**src/rtl/bp_be_stall_attribution_counters.sv**
```systemverilog
// bp_be_stall_attribution_counters
//   Stall attribution for the BlackParrot backend. Per-stage stall-reason
//   vectors are OR-shifted down an attribution pipeline. Every enabled cycle
//   is classified as an instruction commit, one stall reason or unknown, and
//   the matching saturating counter is bumped. Counters are read back through
//   a registered read port.
//
//   Counter map: [0 .. num_reasons_p-1] reasons, [num_reasons_p] instr,
//                [num_reasons_p+1] unknown.
//
//   Optional build macro BP_STALL_ATTR_OVF_EN adds sticky per-counter
//   overflow flags (ovf_o) and their OR (ovf_any_o).

module bp_be_stall_attribution_counters #(
  parameter int num_reasons_p = 22,
  parameter int num_stages_p  = 8,
  parameter int cnt_width_p   = 32,
  parameter int lo_to_hi_p    = 1,
  localparam int num_cnt_lp    = num_reasons_p + 2,
  localparam int addr_width_lp = $clog2(num_cnt_lp)
) (
  input  logic                                  clk_i,
  input  logic                                  reset_li,
  input  logic                                  en_i,
  input  logic                                  freeze_i,
  input  logic                                  clear_i,
  input  logic [num_stages_p*num_reasons_p-1:0] event_i,
  input  logic                                  commit_v_i,
  input  logic                                  rd_v_i,
  input  logic [addr_width_lp-1:0]              rd_addr_i,
  output logic                                  rd_v_o,
  output logic [cnt_width_p-1:0]                rd_data_o
`ifdef BP_STALL_ATTR_OVF_EN
  ,
  output logic [num_cnt_lp-1:0]                 ovf_o,
  output logic                                  ovf_any_o
`endif
);

  typedef logic [num_reasons_p-1:0] reason_vec_t;
  typedef logic [cnt_width_p-1:0]   cnt_t;

  localparam cnt_t cnt_max_lp = {cnt_width_p{1'b1}};
  localparam logic [addr_width_lp-1:0] instr_idx_lp   = addr_width_lp'(num_reasons_p);
  localparam logic [addr_width_lp-1:0] unknown_idx_lp = addr_width_lp'(num_reasons_p + 1);

  // Attribution pipeline and commit alignment register
  reason_vec_t stage_q [num_stages_p];
  reason_vec_t stage_d [num_stages_p];
  logic        commit_q, commit_d;

  // Counter bank and read port
  cnt_t        cnt_q [num_cnt_lp];
  cnt_t        cnt_d [num_cnt_lp];
  logic        rd_v_q, rd_v_d;
  cnt_t        rd_data_q, rd_data_d;

  // Classification helpers
  reason_vec_t               attr_vec;
  logic [addr_width_lp-1:0]  reason_idx;
  logic [addr_width_lp-1:0]  inc_idx;
  logic                      count_en;
  logic [num_cnt_lp-1:0]     inc_hot;
  logic [num_cnt_lp-1:0]     sat;
  cnt_t                      rd_sel;

  // Shift stall events down the pipeline; a reason seen at stage i is OR-ed
  // into everything it passes on the way to the attribution point.
  always_comb begin
    stage_d[0] = event_i[0 +: num_reasons_p];
    for (int i = 1; i < num_stages_p; i++) begin
      stage_d[i] = stage_q[i-1] | event_i[i*num_reasons_p +: num_reasons_p];
    end
    commit_d = commit_v_i;
  end

  assign attr_vec = stage_q[num_stages_p-1];
  assign count_en = en_i & ~freeze_i;

  // Priority-encode the attributed vector; the last match in loop order wins,
  // so the loop direction picks lowest or highest reason index.
  always_comb begin
    // NOTE: every combinational output gets a default first so no path leaves it unassigned and infers a latch.
    reason_idx = '0;
    if (lo_to_hi_p != 0) begin
      for (int j = num_reasons_p - 1; j >= 0; j--) begin
        if (attr_vec[j]) reason_idx = addr_width_lp'(j);
      end
    end else begin
      for (int j = 0; j < num_reasons_p; j++) begin
        if (attr_vec[j]) reason_idx = addr_width_lp'(j);
      end
    end
  end

  // Pick the single counter for this cycle: commit beats stall beats unknown
  always_comb begin
    if (commit_q)       inc_idx = instr_idx_lp;
    else if (|attr_vec) inc_idx = reason_idx;
    else                inc_idx = unknown_idx_lp;
  end

  // Decode the increment target and saturation state per counter
  always_comb begin
    for (int k = 0; k < num_cnt_lp; k++) begin
      inc_hot[k] = count_en && (inc_idx == addr_width_lp'(k));
      sat[k]     = (cnt_q[k] == cnt_max_lp);
    end
  end

  // Next counter values: clear dominates, saturated counters hold
  always_comb begin
    for (int k = 0; k < num_cnt_lp; k++) begin
      cnt_d[k] = cnt_q[k];
      if (clear_i) begin
        cnt_d[k] = '0;
      end else if (inc_hot[k] && !sat[k]) begin
        cnt_d[k] = cnt_q[k] + cnt_t'(1);
      end
    end
  end

  // Read mux returns pre-update counter values; out-of-range indices read 0
  always_comb begin
    rd_sel = '0;
    for (int k = 0; k < num_cnt_lp; k++) begin
      if (rd_addr_i == addr_width_lp'(k)) rd_sel = cnt_q[k];
    end
    rd_v_d    = rd_v_i;
    rd_data_d = rd_v_i ? rd_sel : rd_data_q;
  end

  // State registers with asynchronous active-low reset
  always_ff @(posedge clk_i or negedge reset_li) begin
    if (!reset_li) begin
      // NOTE: the counter bank is plain flops, not a RAM macro, so it can and must be reset here with the rest of the state.
      for (int i = 0; i < num_stages_p; i++) stage_q[i] <= '0;
      for (int k = 0; k < num_cnt_lp; k++)   cnt_q[k]   <= '0;
      commit_q  <= 1'b0;
      rd_v_q    <= 1'b0;
      rd_data_q <= '0;
    end else begin
      // NOTE: non-blocking assignments keep every flop sampling pre-edge values regardless of statement order.
      for (int i = 0; i < num_stages_p; i++) stage_q[i] <= stage_d[i];
      for (int k = 0; k < num_cnt_lp; k++)   cnt_q[k]   <= cnt_d[k];
      commit_q  <= commit_d;
      rd_v_q    <= rd_v_d;
      rd_data_q <= rd_data_d;
    end
  end

  assign rd_v_o    = rd_v_q;
  assign rd_data_o = rd_data_q;

`ifdef BP_STALL_ATTR_OVF_EN
  logic [num_cnt_lp-1:0] ovf_q, ovf_d;

  // Sticky overflow: set when a saturated counter is asked to increment
  always_comb begin
    if (clear_i) ovf_d = '0;
    else         ovf_d = ovf_q | (inc_hot & sat);
  end

  // Overflow flag register
  always_ff @(posedge clk_i or negedge reset_li) begin
    if (!reset_li) ovf_q <= '0;
    else           ovf_q <= ovf_d;
  end

  assign ovf_o     = ovf_q;
  assign ovf_any_o = |ovf_q;
`endif

endmodule

```
**config.mk**
```make
export PLATFORM = sky130hd
export DESIGN_NAME = bp_be_stall_attribution_counters
export DESIGN_NICKNAME = d
export VERILOG_FILES = /design/src/rtl/bp_be_stall_attribution_counters.sv
export SDC_FILE = /design/constraint.sdc
export NUM_CORES = 2
export LEC_CHECK = 0
export ABC_CLOCK_PERIOD_IN_PS = 4140
export CAP_MARGIN = 20
export CORE_MARGIN = 2
export CORE_UTILIZATION = 54
export DETAILED_ROUTE_END_ITERATION = 10
export PLACE_DENSITY_LB_ADDON = 0.05
export SLEW_MARGIN = 20
export SYNTH_ARGS = -nofsm -noshare
export SYNTH_HDL_FRONTEND = slang
export SYNTH_SLANG_ARGS = --single-unit
```
**constraint.sdc**
```tcl
create_clock -name clk_i -period 4.14 [get_ports clk_i]
set_input_delay 0.621 -clock clk_i [delete_from_list [all_inputs] [get_ports clk_i]]
set_output_delay 0.621 -clock clk_i [all_outputs]
set_load 0.05 [all_outputs]
```
# After elaboration in Yosys (flattened, before gate mapping)
# Cells that the tools add are included.
# Widths: inputs -> output; s select.
[op_classes] addsub=24 eq_ne=70 n_mux=96 bitwise=9 n_reduce_logical=99
[op_table] cell="$mux 32" n=72
[op_table] cell="$add 32x1->32 const B" n=24
[op_table] cell="$eq 32x32->1 const B" n=24
[op_table] cell="$or 22x22->22" n=7
[op_table] cell="$mux 5" n=24
[op_table] cell="$eq 5x4->1 const B" n=16
[op_table] cell="$eq 5x5->1 const B" n=16
[op_table] cell="$logic_and 1x1->1" n=48
[op_table] cell="$reduce_bool 2->1" n=24
[op_table] cell="$eq 5x3->1 const B" n=8
[op_table] cell="$logic_not 1->1" n=24
[op_table] cell="$reduce_or 22->1" n=1
[op_table] cell="$eq 5x2->1 const B" n=4
[op_table] cell="$eq 5x1->1 const B" n=2
[op_table] cell="$logic_not 5->1" n=2
[op_table] cell="$and 1x1->1" n=1
[op_table] cell="$not 1->1" n=1
[totals] ff_bits=978 input_bits=188 out_inout_bits=33 wordCells=333

# Logic depth before layout (Yosys ltp)
[logic_depth] depth_word=29 mapped_depth=12 depth_no_buf=9

# Worst setup path after synthesis
# Ideal clock, no wire load.
[synth_path] path_kind="input -> register" startpoint="input rd_addr_i[1]" endpoint="register rd_data_q[20], in the netlist rd_data_o[20]" arrival_time_ps=2971 required_time_ps=3992 path_slack_ps=1021 stages=9 path_buffers=5 cell_sequence="buf_2 > buf_1 > buf_1 > clkbuf_1 > clkbuf_1 > mux2i_1 > nor3_1 > o311ai_0 > o221ai_1"
[synth_via] elab_chain_len=25 word_cells_on_any_way=48
[synth_lines] element="start, declared" line_no="30" rtl="input logic [addr_width_lp-1:0] rd_addr_i,"
[synth_lines] element="$logic_not 5->1" line_no="127" rtl="if (rd_addr_i == addr_width_lp'(k)) rd_sel = cnt_q[k];"
[synth_lines] element="$mux 32 (23 in a row)" line_no="127"
[synth_lines] element="$mux 32 *" line_no="127"
[synth_lines] element="end signal, assigned" line_no="148" rtl="rd_data_q <= rd_data_d;"
[synth_lines] element="end, declared" line_no="56" rtl="cnt_t rd_data_q, rd_data_d;"
# Mark *: on every way between the ends. The rest lies on a longest branch, timed or not.
# A chain may end at the register's enable or synchronous reset.

# Worst setup path after layout
[layout_path] startpoint="register stage_q (netlist bit attr_vec[4])" endpoint="register cnt_q[284] (netlist name)"
[layout_via] elab_chain_len=11 word_cells_on_any_way=12
[layout_lines] element="start, declared" line_no="48" rtl="reason_vec_t stage_q [num_stages_p];"
[layout_lines] element="$mux 5 (5 in a row)" line_no="87" rtl="if (attr_vec[j]) reason_idx = addr_width_lp'(j);"
[layout_lines] element="$mux 5 *" line_no="99" rtl="else if (|attr_vec) inc_idx = reason_idx;"
[layout_lines] element="$mux 5 *" line_no="98" rtl="if (commit_q) inc_idx = instr_idx_lp;"
[layout_lines] element="$eq 5x4->1 *" line_no="106" rtl="inc_hot[k] = count_en && (inc_idx == addr_width_lp'(k));"
[layout_lines] element="$logic_and 1x1->1 *" line_no="106"
[layout_lines] element="$logic_and 1x1->1 *" line_no="117" rtl="end else if (inc_hot[k] && !sat[k]) begin"
[layout_lines] element="$reduce_bool 2->1 (no line) *"
[layout_lines] element="end, declared" line_no="53" rtl="cnt_t cnt_q [num_cnt_lp];"
# Marks and branches as above.

==> results.txt <==
status -> complete, but fails checks
failing checks -> negative hold slack
Nets -> 6432
PD cells -> 349.3 nW/um2
R2R Setup Slk -> 0.12 ns
vias in the first global route -> 47010
Hold-fix buffers, CTS -> 0
P_leak -> 23.86 nW
Vias -> 49880
Vias/cell -> 6.559
Layout area overhead -> 15.82%
RSZ-0062 raised after global routing -> false
clock sinks -> 978
Post-synth top flop -> dfrtp_1
Data arrival, critical path -> 4.68 ns
pre-CTS setup slack -> 0.1272 ns
GP Congestion -> 1.123
GRT Total Usage -> 0.4063
Synthesized Nets -> 6222
setup slack after layout -> 0.1170 ns
initial core utilization -> 0.5452
CTS tree -> built
floorplan row count -> 115
first-pass GRT wire length -> 311.4 mm
Fin. Hold Viols -> 2
asr flop ratio synth -> 1.000
Setup Buffers After CTS -> 0
die width -> 319.5 um
Slew @ Worst Pin -> 1.105 ns
FMAX -> 0.2486 GHz
Post-Syn Area -> 53740 um2
die area -> 102100 um2
grt ovf -> 0
antenna violations before repair -> 12
Ports -> 221
HPWL after DPL -> 155.6 mm
worst reg2reg path startpoint -> attr_vec[4]$_DFF_PN0_
die span in y -> 319.5 um
synthesized flop and latch total -> 978
fillers -> 8441
crit path max fanout -> 12
Synth top area share -> 0.4554
Clk pin slew, worst setup/hold paths -> 0.06 ns
post-layout util -> 0.6315
1st-pass router iterations -> 8
# H-tree levels -> 3
ANT nets after route -> 0
cell taking the most area after synthesis -> dfrtp_1
clock root cell -> clkbuf_16
Core ar. -> 98560 um2
worst hold path class -> in -> async
syn avg cell area -> 8.942 um2
Warnings, synthesis -> 0
TNS Setup -> 0 ns
Skew-Pair Late Insertion Delay -> 0.75 ns
cell types occupying the most area after synthesis -> dfrtp_1, nor2_1, xnor2_1, xor2_1, nand3_1
worst setup path category -> reg -> reg
reg2reg path depth -> 7
maximum VDD drop -> 0.0003929 V
total CTS buffers -> 107
cts repair resizes -> 0
Seq/Total Area, Yosys -> 0.4554
Total Wirelength -> 208.8 mm
Routed WL per cell -> 27.46 um
input/output buffers -> 220
Relative slew margins -> 0.2555
Slew Limit Fails -> 0
Post-Synthesis Cells -> 6010
most frequent cell after synthesis -> dfrtp_1
pin count of the biggest net entering global routing -> 100
drc violations -> 0
Post-synth top cells -> dfrtp_1, nor2_1, nand2_1, xnor2_1, nand3_1
Period minus WS final -> 4.023 ns
clock buffer depth -> 3
max-cap viol count -> 0
Min Hold Slack -> -0.003690 ns
capture point of the worst reg-to-reg path -> cnt_q[284]$_DFFE_PN0P_
worst path required time -> 4.80 ns
Final period util -> 0.9717
1st-iter DRT viols -> 7272
CP startpoint kind -> register
Cell variety after synth -> 84
layout cell share with drive strength beyond 1 -> 0.1071
number of flops mapped to enable cells by yosys -> 0
final setup vio count -> 0
Critical Path End Type -> register
Pwr Total -> 21.74 mW
skew final -> 0.03803 ns
[kinds of logic (layout without fill, tap and decap cells)]
| logic type | Yosys count | count (layout) | synth area share |
|---|---|---|---|
| mux | 130 | 130 | 0.02782 |
| xor+xnor | 606 | 606 | 0.09877 |
| simple gates | 2963 | 2963 | 0.2800 |
| other cells | 0 | 7 | 0 |
| buf+inv | 441 | 742 | 0.03134 |
| flops | 978 | 978 | 0.4554 |
| fa+ha+maj | 24 | 24 | 0.005588 |
| compound gates | 868 | 868 | 0.1011 |
[worst max-delay path by stage]
stage / startpoint / endpoint / slack [ns]
detailed placement: rd_addr_i[2] / rd_data_o[14]$_DFFE_PN0P_ / 0.13
global placement: rd_addr_i[2] / rd_data_o[14]$_DFFE_PN0P_ / 0.18
finish: attr_vec[4]$_DFF_PN0_ / cnt_q[284]$_DFFE_PN0P_ / 0.12
global route: attr_vec[4]$_DFF_PN0_ / cnt_q[284]$_DFFE_PN0P_ / 0.02
CTS: attr_vec[4]$_DFF_PN0_ / cnt_q[284]$_DFFE_PN0P_ / 0.29
floorplan: rd_addr_i[1] / rd_data_o[20]$_DFFE_PN0P_ / 1.02
[final cells by class]
type / count / area, um2 / area share
flip-flops and latches: 978 / 24470 / 0.3932
repair buffers: 450 / 4227 / 0.06791
inverters: 92 / 345.3 / 0.005549
clock inverters: 53 / 803.3 / 0.01291
multi-input cells: 4591 / 27680 / 0.4448
clock buffers: 147 / 3078 / 0.04945
diodes: 7 / 17.52 / 0.0002814
well taps: 1287 / 1610 / 0.02587
[power by group]
part	leakage (nW)	internal, mW	switching [mW]	total [mW]
registers	12.8	9.64	0.0701	9.71
clock network	1.89	6.18	4.30	10.5
logic	9.14	0.495	1.06	1.55
[routing by layer]
metal  global-route usage  vias to the layer above  wire length, um
met1               0.5426                    24300            81070
met2               0.5971                     2981            88980
li1                     -                    21880                -
met5             0.002364                        -               78
met3              0.09220                      708            22090
met4               0.2604                        8            16600
[registers in the layout, indices dropped and copies added, names as in the netlist]
name / cells
rd_v_o: 1
rd_data_o: 32
stage_q: 154
attr_vec: 22
cnt_q: 768
commit_q: 1
[cells in the final DEF, fill, tap and decap left out, types with 13 or more instances in the layout]
cell type / Yosys / final
nand2b_1: 24 / 24
buf_12: 0 / 23
o21ai_0: 230 / 230
o2bb2ai_1: 13 / 13
clkdlybuf4s50_1: 0 / 215
xnor2_1: 377 / 377
nor3_1: 249 / 248
ha_1: 24 / 24
a211oi_1: 23 / 22
bufinv_16: 0 / 15
or4_1: 32 / 32
dfrtp_1: 978 / 977
clkbuf_16: 0 / 107
or3_1: 94 / 94
o31ai_1: 19 / 19
a21oi_1: 254 / 251
and3_1: 135 / 135
nor2b_1: 36 / 34
clkbuf_8: 0 / 26
nand3_1: 333 / 333
o22ai_1: 61 / 61
nor4b_1: 29 / 28
nor4_1: 158 / 156
mux2_2: 35 / 35
a221oi_1: 31 / 31
mux2i_1: 83 / 83
or2_2: 165 / 165
nand4_1: 260 / 260
xor2_1: 229 / 229
and4_1: 63 / 63
inv_1: 91 / 91
clkinv_2: 0 / 21
and2_1: 45 / 44
nor2_1: 892 / 890
clkbuf_1: 285 / 15
a31oi_1: 28 / 28
buf_4: 0 / 207
nand2_1: 390 / 390
a22oi_1: 53 / 53
o221ai_1: 26 / 26
[metrics by stage]
stage / hold WS [ns] / instances / area (um2)
floorplan: 0.3254 / 6010 / 53740
global placement: 0.4128 / 7398 / 58330
detailed placement: 0.4136 / 7398 / 58330
CTS: 0.006316 / 7598 / 62210
global route: 0.02495 / 7601 / 62230
finish: -0.003690 / 7605 / 62240
[worst max-delay path: stages, from the launching register on]
cell	delay, ns
dfrtp_1	0.41
or4_1	0.70
nor4_2	0.34
and2_1	0.37
a21o_1	0.82
o311ai_1	0.52
or4_1	0.61
a21oi_1	0.14
No activity file was read; power rests on OpenSTA's default activity.
